==> src/rtl/wb_skid_reg_if.sv <==
`default_nettype none
// ---------------------------------------------------------------------------
// wb_skid_reg_if : valid/ready bundle bus around the writeback skid register
// Revision 1.0
// ---------------------------------------------------------------------------
interface wb_skid_reg_if #(
  parameter int DATA_W = 112,
  parameter int WE_W   = 4
);
  logic              in_valid;
  logic              in_ready;
  logic [WE_W-1:0]   in_we;
  logic [DATA_W-1:0] in_data;
  logic              out_valid;
  logic              out_ready;
  logic [WE_W-1:0]   out_we;
  logic [DATA_W-1:0] out_data;

  // master: the stage feeding bundles in and consuming them downstream
  modport master (
    output in_valid, in_we, in_data, out_ready,
    input  in_ready, out_valid, out_we, out_data
  );

  modport slave (
    input  in_valid, in_we, in_data, out_ready,
    output in_ready, out_valid, out_we, out_data
  );
endinterface
`default_nettype wire

==> src/rtl/wb_skid_reg.sv <==
`default_nettype none
// ---------------------------------------------------------------------------
// wb_skid_reg : mem->wb boundary register, 2-entry skid, flush, bp counter
// Revision 1.0
// ---------------------------------------------------------------------------
module wb_skid_reg #(
  parameter int DATA_W          = 112,
  parameter int WE_W            = 4,
  parameter int CLEAR_ON_BUBBLE = 1,
  parameter int CNT_W           = 16
) (
  input  wire logic             clk,
  input  wire logic             rst,
  input  wire logic             i_flush,
  wb_skid_reg_if.slave          bus,
  output logic [1:0]            o_occupancy,
  output logic [CNT_W-1:0]      o_bp_cycles
);

  typedef enum logic [1:0] {
    S_EMPTY = 2'd0,
    S_ONE   = 2'd1,
    S_FULL  = 2'd2
  } state_t;

  state_t            r_state;
  logic              r_in_ready;
  logic              r_out_valid;
  logic [WE_W-1:0]   r_main_we;
  logic [DATA_W-1:0] r_main_data;
  logic [WE_W-1:0]   r_skid_we;
  logic [DATA_W-1:0] r_skid_data;
  logic [CNT_W-1:0]  r_bp;

  logic              w_push;
  logic              w_pop;
  logic [DATA_W-1:0] w_bubble_main;
  logic [DATA_W-1:0] w_bubble_skid;
  logic              w_bp_sat;

  assign w_push   = bus.in_valid && r_in_ready;
  assign w_pop    = r_out_valid && bus.out_ready;
  assign w_bp_sat = (r_bp == {CNT_W{1'b1}});

  // Data an entry takes when it goes invalid: zero, or its last value.
  assign w_bubble_main = (CLEAR_ON_BUBBLE != 0) ? '0 : r_main_data;
  assign w_bubble_skid = (CLEAR_ON_BUBBLE != 0) ? '0 : r_skid_data;

  always_ff @(posedge clk) begin
    if (rst) begin
      r_state     <= S_EMPTY;
      r_in_ready  <= 1'b1;
      r_out_valid <= 1'b0;
      r_main_we   <= '0;
      r_main_data <= '0;
      r_skid_we   <= '0;
      r_skid_data <= '0;
      r_bp        <= '0;
    end else begin
      if (r_out_valid && !bus.out_ready && !w_bp_sat)
        r_bp <= r_bp + {{(CNT_W-1){1'b0}}, 1'b1};

      if (i_flush) begin
        r_state     <= S_EMPTY;
        r_in_ready  <= 1'b1;
        r_out_valid <= 1'b0;
        r_main_we   <= '0;
        r_main_data <= w_bubble_main;
        r_skid_we   <= '0;
        r_skid_data <= w_bubble_skid;
      end else begin
        case (r_state)
          S_EMPTY: begin
            if (w_push) begin
              r_state     <= S_ONE;
              r_out_valid <= 1'b1;
              r_main_we   <= bus.in_we;
              r_main_data <= bus.in_data;
            end
          end
          S_ONE: begin
            if (w_push && w_pop) begin
              r_main_we   <= bus.in_we;
              r_main_data <= bus.in_data;
            end else if (w_push) begin
              // in_ready drops together with the skid fill, never from out_ready
              r_state     <= S_FULL;
              r_in_ready  <= 1'b0;
              r_skid_we   <= bus.in_we;
              r_skid_data <= bus.in_data;
            end else if (w_pop) begin
              r_state     <= S_EMPTY;
              r_out_valid <= 1'b0;
              r_main_we   <= '0;
              r_main_data <= w_bubble_main;
            end
          end
          S_FULL: begin
            if (w_pop) begin
              r_state     <= S_ONE;
              r_in_ready  <= 1'b1;
              r_main_we   <= r_skid_we;
              r_main_data <= r_skid_data;
              r_skid_we   <= '0;
              r_skid_data <= w_bubble_skid;
            end
          end
          default: begin
            r_state     <= S_EMPTY;
            r_in_ready  <= 1'b1;
            r_out_valid <= 1'b0;
            r_main_we   <= '0;
            r_skid_we   <= '0;
          end
        endcase
      end
    end
  end

  assign bus.in_ready  = r_in_ready;
  assign bus.out_valid = r_out_valid;
  assign bus.out_we    = r_main_we;
  assign bus.out_data  = r_main_data;
  assign o_occupancy   = r_state;
  assign o_bp_cycles   = r_bp;

endmodule
`default_nettype wire

==> src/flat_wrapper.sv <==
// flat-port wrapper written by rule: the top's interface ports become plain ports
module wb_skid_reg_flat 
#(
  parameter int DATA_W          = 112,
  parameter int WE_W            = 4,
  parameter int CLEAR_ON_BUBBLE = 1,
  parameter int CNT_W           = 16
)
  (clk, rst, i_flush, o_occupancy, o_bp_cycles, bus_in_valid, bus_in_we, bus_in_data, bus_out_ready, bus_in_ready, bus_out_valid, bus_out_we, bus_out_data);
  wb_skid_reg_if #(.DATA_W(DATA_W), .WE_W(WE_W)) bus_i ();
  input  wire logic clk;
  input  wire logic rst;
  input  wire logic i_flush;
  output logic [1:0] o_occupancy;
  output logic [CNT_W-1:0] o_bp_cycles;
  input wire logic [$bits(bus_i.in_valid)-1:0] bus_in_valid;
  input wire logic [$bits(bus_i.in_we)-1:0] bus_in_we;
  input wire logic [$bits(bus_i.in_data)-1:0] bus_in_data;
  input wire logic [$bits(bus_i.out_ready)-1:0] bus_out_ready;
  output wire logic [$bits(bus_i.in_ready)-1:0] bus_in_ready;
  output wire logic [$bits(bus_i.out_valid)-1:0] bus_out_valid;
  output wire logic [$bits(bus_i.out_we)-1:0] bus_out_we;
  output wire logic [$bits(bus_i.out_data)-1:0] bus_out_data;
  assign bus_i.in_valid = bus_in_valid;
  assign bus_i.in_we = bus_in_we;
  assign bus_i.in_data = bus_in_data;
  assign bus_i.out_ready = bus_out_ready;
  assign bus_in_ready = bus_i.in_ready;
  assign bus_out_valid = bus_i.out_valid;
  assign bus_out_we = bus_i.out_we;
  assign bus_out_data = bus_i.out_data;
  wb_skid_reg #(.DATA_W(DATA_W), .WE_W(WE_W), .CLEAR_ON_BUBBLE(CLEAR_ON_BUBBLE), .CNT_W(CNT_W)) u_core (.clk(clk), .rst(rst), .i_flush(i_flush), .bus(bus_i), .o_occupancy(o_occupancy), .o_bp_cycles(o_bp_cycles));
endmodule
==> config.mk <==
export PLATFORM = sky130hd
export DESIGN_NAME = wb_skid_reg_flat
export DESIGN_NICKNAME = d
export VERILOG_FILES = /design/src/rtl/wb_skid_reg_if.sv /design/src/rtl/wb_skid_reg.sv /design/src/flat_wrapper.sv
export SDC_FILE = /design/constraint.sdc
export NUM_CORES = 1
export LEC_CHECK = 0
export BUFFER_PORTS_ARGS = -buffer_cell sky130_fd_sc_hd__buf_2
export CAP_MARGIN = 5
export CORE_UTILIZATION = 55
export CTS_CLUSTER_SIZE = 28
export DETAILED_ROUTE_END_ITERATION = 8
export PLACE_DENSITY = 0.88
export SYNTH_ARGS = -nofsm -noshare
export SYNTH_HDL_FRONTEND = slang
export SYNTH_SLANG_ARGS = --single-unit
==> constraint.sdc <==
create_clock -name clk -period 3 [get_ports clk]
set_input_delay 0.9 -clock clk [delete_from_list [all_inputs] [get_ports clk]]
set_output_delay 0.9 -clock clk [all_outputs]
set_load 0.01 [all_outputs]
-- Word-level counts from Yosys, hierarchy flattened
Index checks and enable logic that the tools add are counted.
W data, S select, Z words.
- register bits after elaboration: 252
- bits in latches: 0
- memory bits (writable): 0
- ROM bits: 0
- input bits: 121
- output and inout bits: 136
- word-level logic and storage cells: 71
- memories: 0
- add/subtract/negate cells: 1
- multiply operators: 0
- divide/modulo/power cells: 0
- $lt $le $gt $ge: 0
- eq/ne operators: 12
- shifts and indexed selects: 0
- multiplexer cells: 31
- bitwise logic cells: 2
- reductions and logical operators: 17
- operators by type and width (cell ; count):
    $mux W112 ; 6
    $pmux W112 S3 ; 1
    $pmux W112 S2 ; 1
    $mux W4 ; 6
    $pmux W4 S3 ; 2
    $add A16 B1 Y16 const B ; 1
    $eq A16 B16 Y1 const B ; 1
    $reduce_and A4 Y1 ; 4
    $mux W2 ; 5
    $reduce_and A5 Y1 ; 2
    $ne A2 B1 Y1 const B ; 4
    $mux W1 ; 7
    $ne A3 B1 Y1 const B ; 2
    $pmux W1 S3 ; 2
    $pmux W2 S3 ; 1
    $logic_and A1 B1 Y1 ; 5
    $ne A2 B2 Y1 const B ; 2
    $ne A3 B3 Y1 const B ; 1
    $reduce_bool A3 Y1 ; 1
    $eq A2 B1 Y1 const B ; 1
    $eq A2 B2 Y1 const B ; 1
    $logic_not A1 Y1 ; 2
    $logic_not A2 Y1 ; 1
    $not A1 Y1 ; 2
    2 further kinds ; 2

-- Depth between registers and ports, before layout
Gate-level depths: netlist of run 1.
- depth after elaboration: 5
- depth in mapped cells: 9
- depth with buffers taken out: 6

-- Worst setup path after synthesis of run 1
No wires, ideal clock.
- path type: input-to-reg
- start point: input port bus_out_ready
- end point: register u_core.r_bp[11] (netlist: u_core.o_bp_cycles[11])
- arrival time: 2.068 ns
- required time: 2.879 ns
- slack: 0.812 ns
- cell stages on the path: 5
- cell sequence: and2b_1 > nand4_1 > buf_2 > nor4_1 > mux2_2
- longest elaborated chain between the ends: 3
- RTL lines (what ; RTL line ; text):
    from (decl) ; flat_wrapper.sv:19 ; input wire logic [$bits(bus_i.out_ready)-1:0] bus_out_ready;
    $logic_not A1 Y1 ; wb_skid_reg.sv:60 ; if (r_out_valid && !bus.out_ready && !w_bp_sat)
    $logic_and A1 B1 Y1 (2 in a row) ; wb_skid_reg.sv:60 ;
    to (signal assigned) ; wb_skid_reg.sv:61 ; r_bp <= r_bp + {{(CNT_W-1){1'b0}}, 1'b1};
    to (decl) ; wb_skid_reg.sv:33 ; logic [CNT_W-1:0] r_bp;
Every way passes these cells.
A chain may end at the register's enable or synchronous reset.

-- Final worst setup path of run 1
- start point: register u_core.r_state[0] (netlist: u_core.o_occupancy[0])
- end point: register u_core.r_main_data[111] (netlist: u_core.bus.out_data[111])
- longest elaborated chain between the ends: 3
- RTL lines (what ; RTL line ; text):
    from (decl) ; wb_skid_reg.sv:26 ; state_t r_state;
    from (signal assigned) ; wb_skid_reg.sv:51 ; r_state <= S_EMPTY;
    from (signal assigned) ; wb_skid_reg.sv:64 ; r_state <= S_EMPTY;
    from (signal assigned) ; wb_skid_reg.sv:75 ; r_state <= S_ONE;
    $eq A2 B1 Y1 (tied with other cells) ; wb_skid_reg.sv:72 ; case (r_state)
    $ne A3 B3 Y1 (no source line) (tied with other cells) ; -- ;
    $reduce_and A5 Y1 (no source line) ; -- ;
    to (signal assigned) ; wb_skid_reg.sv:68 ; r_main_data <= w_bubble_main;
    to (signal assigned) ; wb_skid_reg.sv:78 ; r_main_data <= bus.in_data;
    to (signal assigned) ; wb_skid_reg.sv:84 ; r_main_data <= bus.in_data;
    to (decl) ; wb_skid_reg.sv:30 ; logic [DATA_W-1:0] r_main_data;
Several ways; a longest one is shown, not always the timed one.

==> metrics.md, run 1 <==
| Metric | Value |
|---|---|
| Peak VDD IR | between 0.0004 and 0.0005 V |
| Cell Area, Synth | roughly 11000 sq um |
| CTS Root Cell | clkbuf_16 |
| Die area | 20400 sq um |
| # Max-Cap Violations | 0 |
| Core area | 19500 sq um |
| Drt first pass iters | 7 |
| Final WL | 30200 microns |
| Total track usage | 28.6% |
| Largest net degree at the start of global routing | 88 |
| Slew Limit Headroom | 46.5% |
| Clock skew | 0.00934 ns |
| Die W | 143 microns |
| Residual DRC count | 0 |
| Clock sinks | 252 |
| Count leader, synth | dfxtp_1 |
| Flop and latch count out of synthesis | 252 |
| Setup TNS | 0 ns |
| Post-synth top area share | 46.3% |
| Fmax achieved | 400 MHz |
| Detail-routed via count per cell | 6.05 |
| # fillers | around 1500 |
| Floorplan row count | 51 |
| Startpoint types | register |
| Power density cells | 597 nW/um^2 |
| Slew @ Worst Pin | 0.795 ns |
| Async SR Flop Fraction | 0% |
| Mapped Nets | 1317 |
| CTS tree | built |
| Final HPWL DP | 18200 microns |
| WS Path Type | reg2reg |
| Setup repair bufs after CTS | 0 |
| GP Congestion | between 0.8 and 0.9 |
| Crit path arrival time | around 2.9 ns |
| Die Span Y | 143 microns |
| RSZ-0062 raised after global routing | false |
| DR vias | 10072 |
| Post-cts resize count | 0 |
| Mean Syn Cell Area | 9.15 sq um |
| Clock buffer depth | 3 |
| Synth top area cells | dfxtp_1 (46%), a221oi_2 (11%), nand3b_1 (7.7%), a21oi_1 (5.7%), o21ai_0 (4.9%) |
| Worst min-delay path class | reg2reg |
| Outcome | finished, final reports clean |
| Post-synth top cells | dfxtp_1 (252), a21oi_1 (125), nor2_1 (125), nand2_1 (123), nand3b_1 (112) |
| Clock-pin slew on the worst setup and hold paths | 0.06 ns |
| First DRT Iteration DRCs | 808 |
| Vias in the first global route | between 9000 and 10000 |
| WHS | between 0.4 and 0.5 ns |
| Cell taking the most area after synthesis | dfxtp_1 |
| DRT antenna net count | 0 |
| Top Ports | 257 |
| Ys flop type | dfxtp_1 |
| Cts hold-fix bufs | 0 |
| Worst Slack Setup Final | 0.502 ns |
| Worst setup EP type | register |
| Share of post-route cells with drive strength above 1 | 30.3% |
| Slew Limit Fails | 0 |
| CTS buffer count | 27 |
| Final Cycle Share | 83.3% |
| Ys Warns | 0 |
| Hold Fails Final Rpt | 0 |
| First-pass GRT wire length | about 48000 microns |
| Initial Util | 56.0% |
| Port Buf Inserts | 256 |
| Minimum clock period | 2.50 ns |
| Netlist cell types | 56 |
| Crit-path max FO | 61 |
| Total grt overflow | 0 |
| Per-cell routed wire length | 18.2 microns |
| Post-synth EDFFs | 0 |
| Final setup vio count | 0 |
| Clk_lat worst skew | 0.52 ns |
| Pre-CTS WS | 0.457 ns |
| # nets final | 1504 |
| Req. time, crit path | roughly 3.4 ns |
| P_leak | 5.08 nW |
| Initial antenna violation count | 4 |
| Sequential share of the synthesized area | a little under half |
| Area grow syn2layout | 20.9% |
| H-Tree Depth | 1 |
| Mapped Cells | approximately 1200 |
metrics by stage:
| step | power (mW) | utilization (%) | area [sq um] | std cells |
|---|---|---|---|---|
| global route | 8.13 | 67.7 | 13200 | 1665 |
| floorplan | 4.25 | - | 10900 | 1191 |
| detailed placement | 4.63 | 63.1 | 12300 | 1614 |
| global placement | 4.61 | 63.1 | 12300 | 1614 |
| finish | 7.86 | 67.7 | 13200 | 1665 |
| CTS | 7.88 | 67.6 | 13200 | 1662 |
area by class of cell:
| cell class | count | area, sq um | share of cell area, % |
|---|---|---|---|
| antenna | 3 | 7.51 | 0.0570 |
| clock buffer | 35 | 756 | 5.74 |
| tap | 265 | 332 | 2.52 |
| timing repair buffer | 276 | 1570 | 11.9 |
| sequential | 252 | 5040 | 38.3 |
| multi-input combinational | 814 | 5320 | 40.4 |
| inverter | 7 | 26.3 | 0.199 |
| clock inverter | 13 | 121 | 0.921 |
cells in the final DEF, fill, tap and decap left out, types with 5 or more instances in the layout:
cell / instances
o21ai_0: 107
nor4_1: 6
nand2_1: 123
clkbuf_16: 27
buf_2: 256
dfxtp_1: 252
buf_12: 11
a221oi_1: 32
nor2b_1: 6
clkbuf_8: 5
o21ai_1: 12
a221oi_2: 80
nor3_1: 7
mux2_2: 5
nand3b_1: 112
a21oi_1: 125
nand4_1: 8
clkinv_2: 10
inv_1: 7
a22oi_1: 7
nor2_1: 124
buf_4: 9
report_power, final:
| part | switching (mW) | total [mW] | leakage [nW] | internal, mW |
|---|---|---|---|---|
| Combinational | 0.642 | 1.04 | 2.59 | 0.399 |
| Clock | 1.34 | 3.28 | 0.446 | 1.94 |
| Sequential | 0.0659 | 3.53 | 2.05 | 3.47 |
cell families after synthesis:
kind of cell             after synthesis  synth area share, %
buffers and inverters                125                 5.40
AND/OR/NAND/NOR                      416                 19.8
AO/OA/AOI/OAI                        385                 27.1
multiplexers                           8                0.804
flip-flops                           252                 46.3
adder cells (fa/ha/maj)                5                0.574
flip-flops by register name (all words and copies together) (netlist names):
register and flops:
u_core.bus.out_data 112, u_core.bus.out_we 4, u_core.r_skid_data 112, u_core.bus.in_ready 1, u_core.r_skid_we 4, u_core.bus.out_valid 1, u_core.o_bp_cycles 16, u_core.o_occupancy 2
path summary, 6_finish.rpt:
| path | start | endpoint | slack, ns | cells after the start |
|---|---|---|---|---|
| worst max-delay path | u_core.o_occupancy[0] | u_core.bus.out_data[111] | 0.50 | 7 |
| worst min-delay path | u_core.r_skid_data[16] | u_core.r_skid_data[16] | 0.45 | 2 |
| worst max register to register | u_core.o_occupancy[0] | u_core.bus.out_data[111] | 0.50 | 7 |
| worst min register to register | u_core.r_skid_data[16] | u_core.r_skid_data[16] | 0.45 | 2 |
worst max-delay path, stage by stage, from the launching register on:
cell and delay (ns):
dfxtp_1 0.41, inv_1 0.12, ha_4 0.36, or2_4 0.33, a221o_4 0.50, buf_12 0.27, a221oi_1 0.27, nor2_1 0.08
layer usage:
layer	vias up	routed length (microns)	global-route usage, %
met1	4803	12200	35.1
met5	-	10	0
li1	4712	-	-
met2	485	14300	47.8
met3	70	2660	6.94
met4	2	1010	12.0
Note: power is estimated with default switching activity, not from simulation.
==> inputs of run 2 (changes only) <==
--- a/config.mk
+++ b/config.mk
@@ -7,10 +7,10 @@
 export LEC_CHECK = 0
 export BUFFER_PORTS_ARGS = -buffer_cell sky130_fd_sc_hd__buf_2
 export CAP_MARGIN = 5
-export CORE_UTILIZATION = 55
+export CORE_UTILIZATION = 49
 export CTS_CLUSTER_SIZE = 28
 export DETAILED_ROUTE_END_ITERATION = 8
-export PLACE_DENSITY = 0.88
+export PLACE_DENSITY = 0.84
 export SYNTH_ARGS = -nofsm -noshare
 export SYNTH_HDL_FRONTEND = slang
 export SYNTH_SLANG_ARGS = --single-unit
==> constraint.sdc (replaced) <==
create_clock -name clk -period 2 [get_ports clk]
set_input_delay 0.6 -clock clk [delete_from_list [all_inputs] [get_ports clk]]
set_output_delay 0.6 -clock clk [all_outputs]
set_load 0.01 [all_outputs]
==> run 2 against run 1 <==
Net effect: the run now ends with setup timing left; clock skew is 0.0015 ns lower; largest cell class unchanged; sequential share of layout area is 2.9 points lower; final area is 8.3% higher; total power is 59% higher; non-clock buffer count is 56 higher; combinational power is 89% higher; sequential power is 50% higher; global-route usage is 2.2 points lower; routed wire length is 20% higher; count of clock-buffer cells in the layout is 2 higher; critical path depth is 2 higher; clock power is 58% higher.
==> metrics.md, run 2 (synthesis results as in run 1) <==
| Metric | Value |
|---|---|
| First DRT Iteration DRCs | 864 (was 808) |
| Met2 Wirelength | 17000 microns (was 14300 microns) |
| # Max-Cap Violations | 0 (unchanged) |
| Clock skew | 0.00788 ns (was 0.00934 ns) |
| Share of post-route cells with drive strength above 1 | 35.7% (was 30.3%) |
| Port Buf Inserts | 256 (unchanged) |
| Most frequent cells in the layout | buf_2 (256), dfxtp_1 (250), nor2_1 (123) (was buf_2 (256), dfxtp_1 (252), a21oi_1 (125)) |
| Pre-CTS WS | -0.141 ns (was 0.457 ns) |
| P_leak | 5.51 nW (was 5.08 nW) |
| Die area | 22800 sq um (was 20400 sq um) |
| Placed instance count | 1656 (was 1614) |
| Die W | 151 microns (was 143 microns) |
| Slew Limit Headroom | 43.2% (was 46.5%) |
| Cell mode on critical path | buf_6 |
| # nets final | 1559 (was 1504) |
| CTS buffer count | 26 (was 27) |
| WS Path Type | reg2reg (unchanged) |
| GP Congestion | 0.896 (was 0.885) |
| Slew Limit Fails | 0 (unchanged) |
| Total grt overflow | 0 (unchanged) |
| RSZ-0062 raised after global routing | true (was false) |
| Clock sinks | 252 (unchanged) |
| Final setup vio count | 56 (was 0) |
| Power density cells | 874 nW/um^2 (was 597 nW/um^2) |
| Fmax achieved | 468 MHz (was 400 MHz) |
| Top Ports | 257 (unchanged) |
| Initial antenna violation count | 2 (was 4) |
| Startpoint types | register (unchanged) |
| Area grow syn2layout | 30.9% (was 20.9%) |
| Worst Slack Setup Final | -0.138 ns (was 0.502 ns) |
| CP Cell Sequence | inv_2, ha_2, or2_4, buf_6, a221oi_4, buf_6, clkbuf_16, o21ai_1, nor2_1 (was inv_1, ha_4, or2_4, a221o_4, buf_12, a221oi_1, nor2_1) |
| Clk_lat worst skew | 0.53 ns (was 0.52 ns) |
| Clock-pin slew on the worst setup and hold paths | 0.06 ns (about the same) |
| # fillers | 1675 (was 1535) |
| Residual DRC count | 0 (unchanged) |
| Die Span Y | 151 microns (was 143 microns) |
| Drt first pass iters | 7 (unchanged) |
| DRT antenna net count | 0 (unchanged) |
| Slew @ Worst Pin | 0.853 ns (was 0.795 ns) |
| Worst min-delay path class | in2reg (was reg2reg) |
| Worst setup EP type | register (unchanged) |
| CTS Root Cell | clkbuf_16 (unchanged) |
| DR vias | 10739 (was 10072) |
| WP depth | 9 (was 7) |
| Total track usage | 26.4% (was 28.6%) |
| Multi-input gate area | 5470 sq um (was 5320 sq um) |
| Setup TNS | -1.66 ns (was 0 ns) |
| Core area | 21800 sq um (was 19500 sq um) |
| Top layer in use | met4 (was met5) |
| Largest net degree at the start of global routing | 72 (was 88) |
| Seq pwr share | 42.6% (was 45.0%) |
| Initial Util | 49.9% (was 56.0%) |
| Outcome | finished with violations (was finished, final reports clean) |
| Per-cell routed wire length | 20.9 microns (was 18.2 microns) |
| Floorplan row count | 54 (was 51) |
| Hold depth | 3 (was 2) |
| Minimum clock period | 2.14 ns (was 2.50 ns) |
| Final Cycle Share | 107% (was 83.3%) |
| Final Non-Filler Cells | 1735 (was 1665) |
| Peak VDD IR | 0.000553 V (was 0.000457 V) |
| Met3 wire len | 3350 microns (was 2660 microns) |
| Comb pwr share | 15.8% (was 13.2%) |
| Met1 WL | 14700 microns (was 12200 microns) |
| Final WL | 36300 microns (was 30200 microns) |
| Switching portion of total power | 26.5% (was 26.0%) |
| Crit-path max FO | 7 (was 61) |
| Buf/Inv on CP | 4 (was 2) |
| Clock buffer depth | 3 (unchanged) |
| Detail-routed via count per cell | 6.19 (was 6.05) |
| H-Tree Depth | 1 (unchanged) |
| P_sw | 3.31 mW (was 2.05 mW) |
| Crit path arrival time | 2.58 ns (was 2.89 ns) |
| CTS tree | built (unchanged) |
| WHS | 0.339 ns (was 0.453 ns) |
| Req. time, crit path | 2.44 ns (was 3.39 ns) |
| Worst path top cell family by delay | buffers and inverters (was compound AO/OA/AOI/OAI gates) |
| Failing checks | setup timing |
| Power share of the clock group | 41.6% (was 41.8%) |
| Slowest CP cell | a221oi_4 (was a221o_4) |
| Final HPWL DP | 19300 microns (was 18200 microns) |
| Peak per-stage delay on the critical path | 0.41 ns (was 0.50 ns) |
| Commonest non-fill, non-tap cell in the layout | buf_2 (unchanged) |
| Vias in the first global route | 9671 (was 9751) |
| Reg area | 5050 sq um (was 5040 sq um) |
| P_int | 9.16 mW (was 5.81 mW) |
| Worst R2R Path Depth | 9 (was 7) |
| First-pass GRT wire length | 48900 microns (was 47800 microns) |
| Hold Fails Final Rpt | 0 (unchanged) |
| Total chip power | 12.5 mW (was 7.86 mW) |
run 2: layer usage:
metal / vias to the layer above / global-route usage (%)
met4: 0 / 10.5
met5: - / 0
li1: 4834 / -
met2: 630 / 44.0
met1: 5163 / 33.4
met3: 112 / 5.00
run 2: power groups by stage:
stage / Sequential (mW) / Combinational, mW / Clock, mW
4_1_cts: 5.30 / 1.63 / 5.24
5_1_grt: 5.33 / 2.09 / 5.44
3_5_place_dp: 5.41 / 1.59 / 0
6_report: 5.31 / 1.97 / 5.19
3_3_place_gp: 5.40 / 1.56 / 0
2_1_floorplan: 5.47 / 0.911 / 0
run 2: cell type report:
cell class                 instances  share of cell area [%]
tap                              280                    2.46
inverter                           7                   0.184
multi-input combinational        814                    38.3
clock inverter                    11                   0.948
timing repair buffer             332                    17.1
clock buffer                      37                    5.56
sequential                       252                    35.4
antenna                            2                  0.0351
run 2: worst paths after layout:
check	from	endpoint	slack [ns]
setup / recovery	u_core.o_occupancy[1]	u_core.bus.out_data[64]	-0.14
hold reg to reg	u_core.r_skid_data[23]	u_core.r_skid_data[23]	0.45
hold / removal	bus_in_data[59]	u_core.bus.out_data[59]	0.34
setup reg to reg	u_core.o_occupancy[1]	u_core.bus.out_data[64]	-0.14
run 2: tightest hold or removal path, cell delays in order:
cell	delay, ns
buf_2	0.10
a221oi_2	0.05
nor2_1	0.08
run 2: repair_timing:
action	in CTS	in global routing
hold buffers	0	0
pin swaps	2	68
gates resized for setup	10	83
setup endpoints to repair	52	230
buffers inserted	1	6
cloned	1	21
run 2: stage by stage:
stage	cell area, sq um	util [%]
5_1_grt	14300	65.3
2_1_floorplan	10900	-
4_1_cts	13600	62.3
3_3_place_gp	12600	57.6
3_5_place_dp	12600	57.6
6_report	14300	65.3
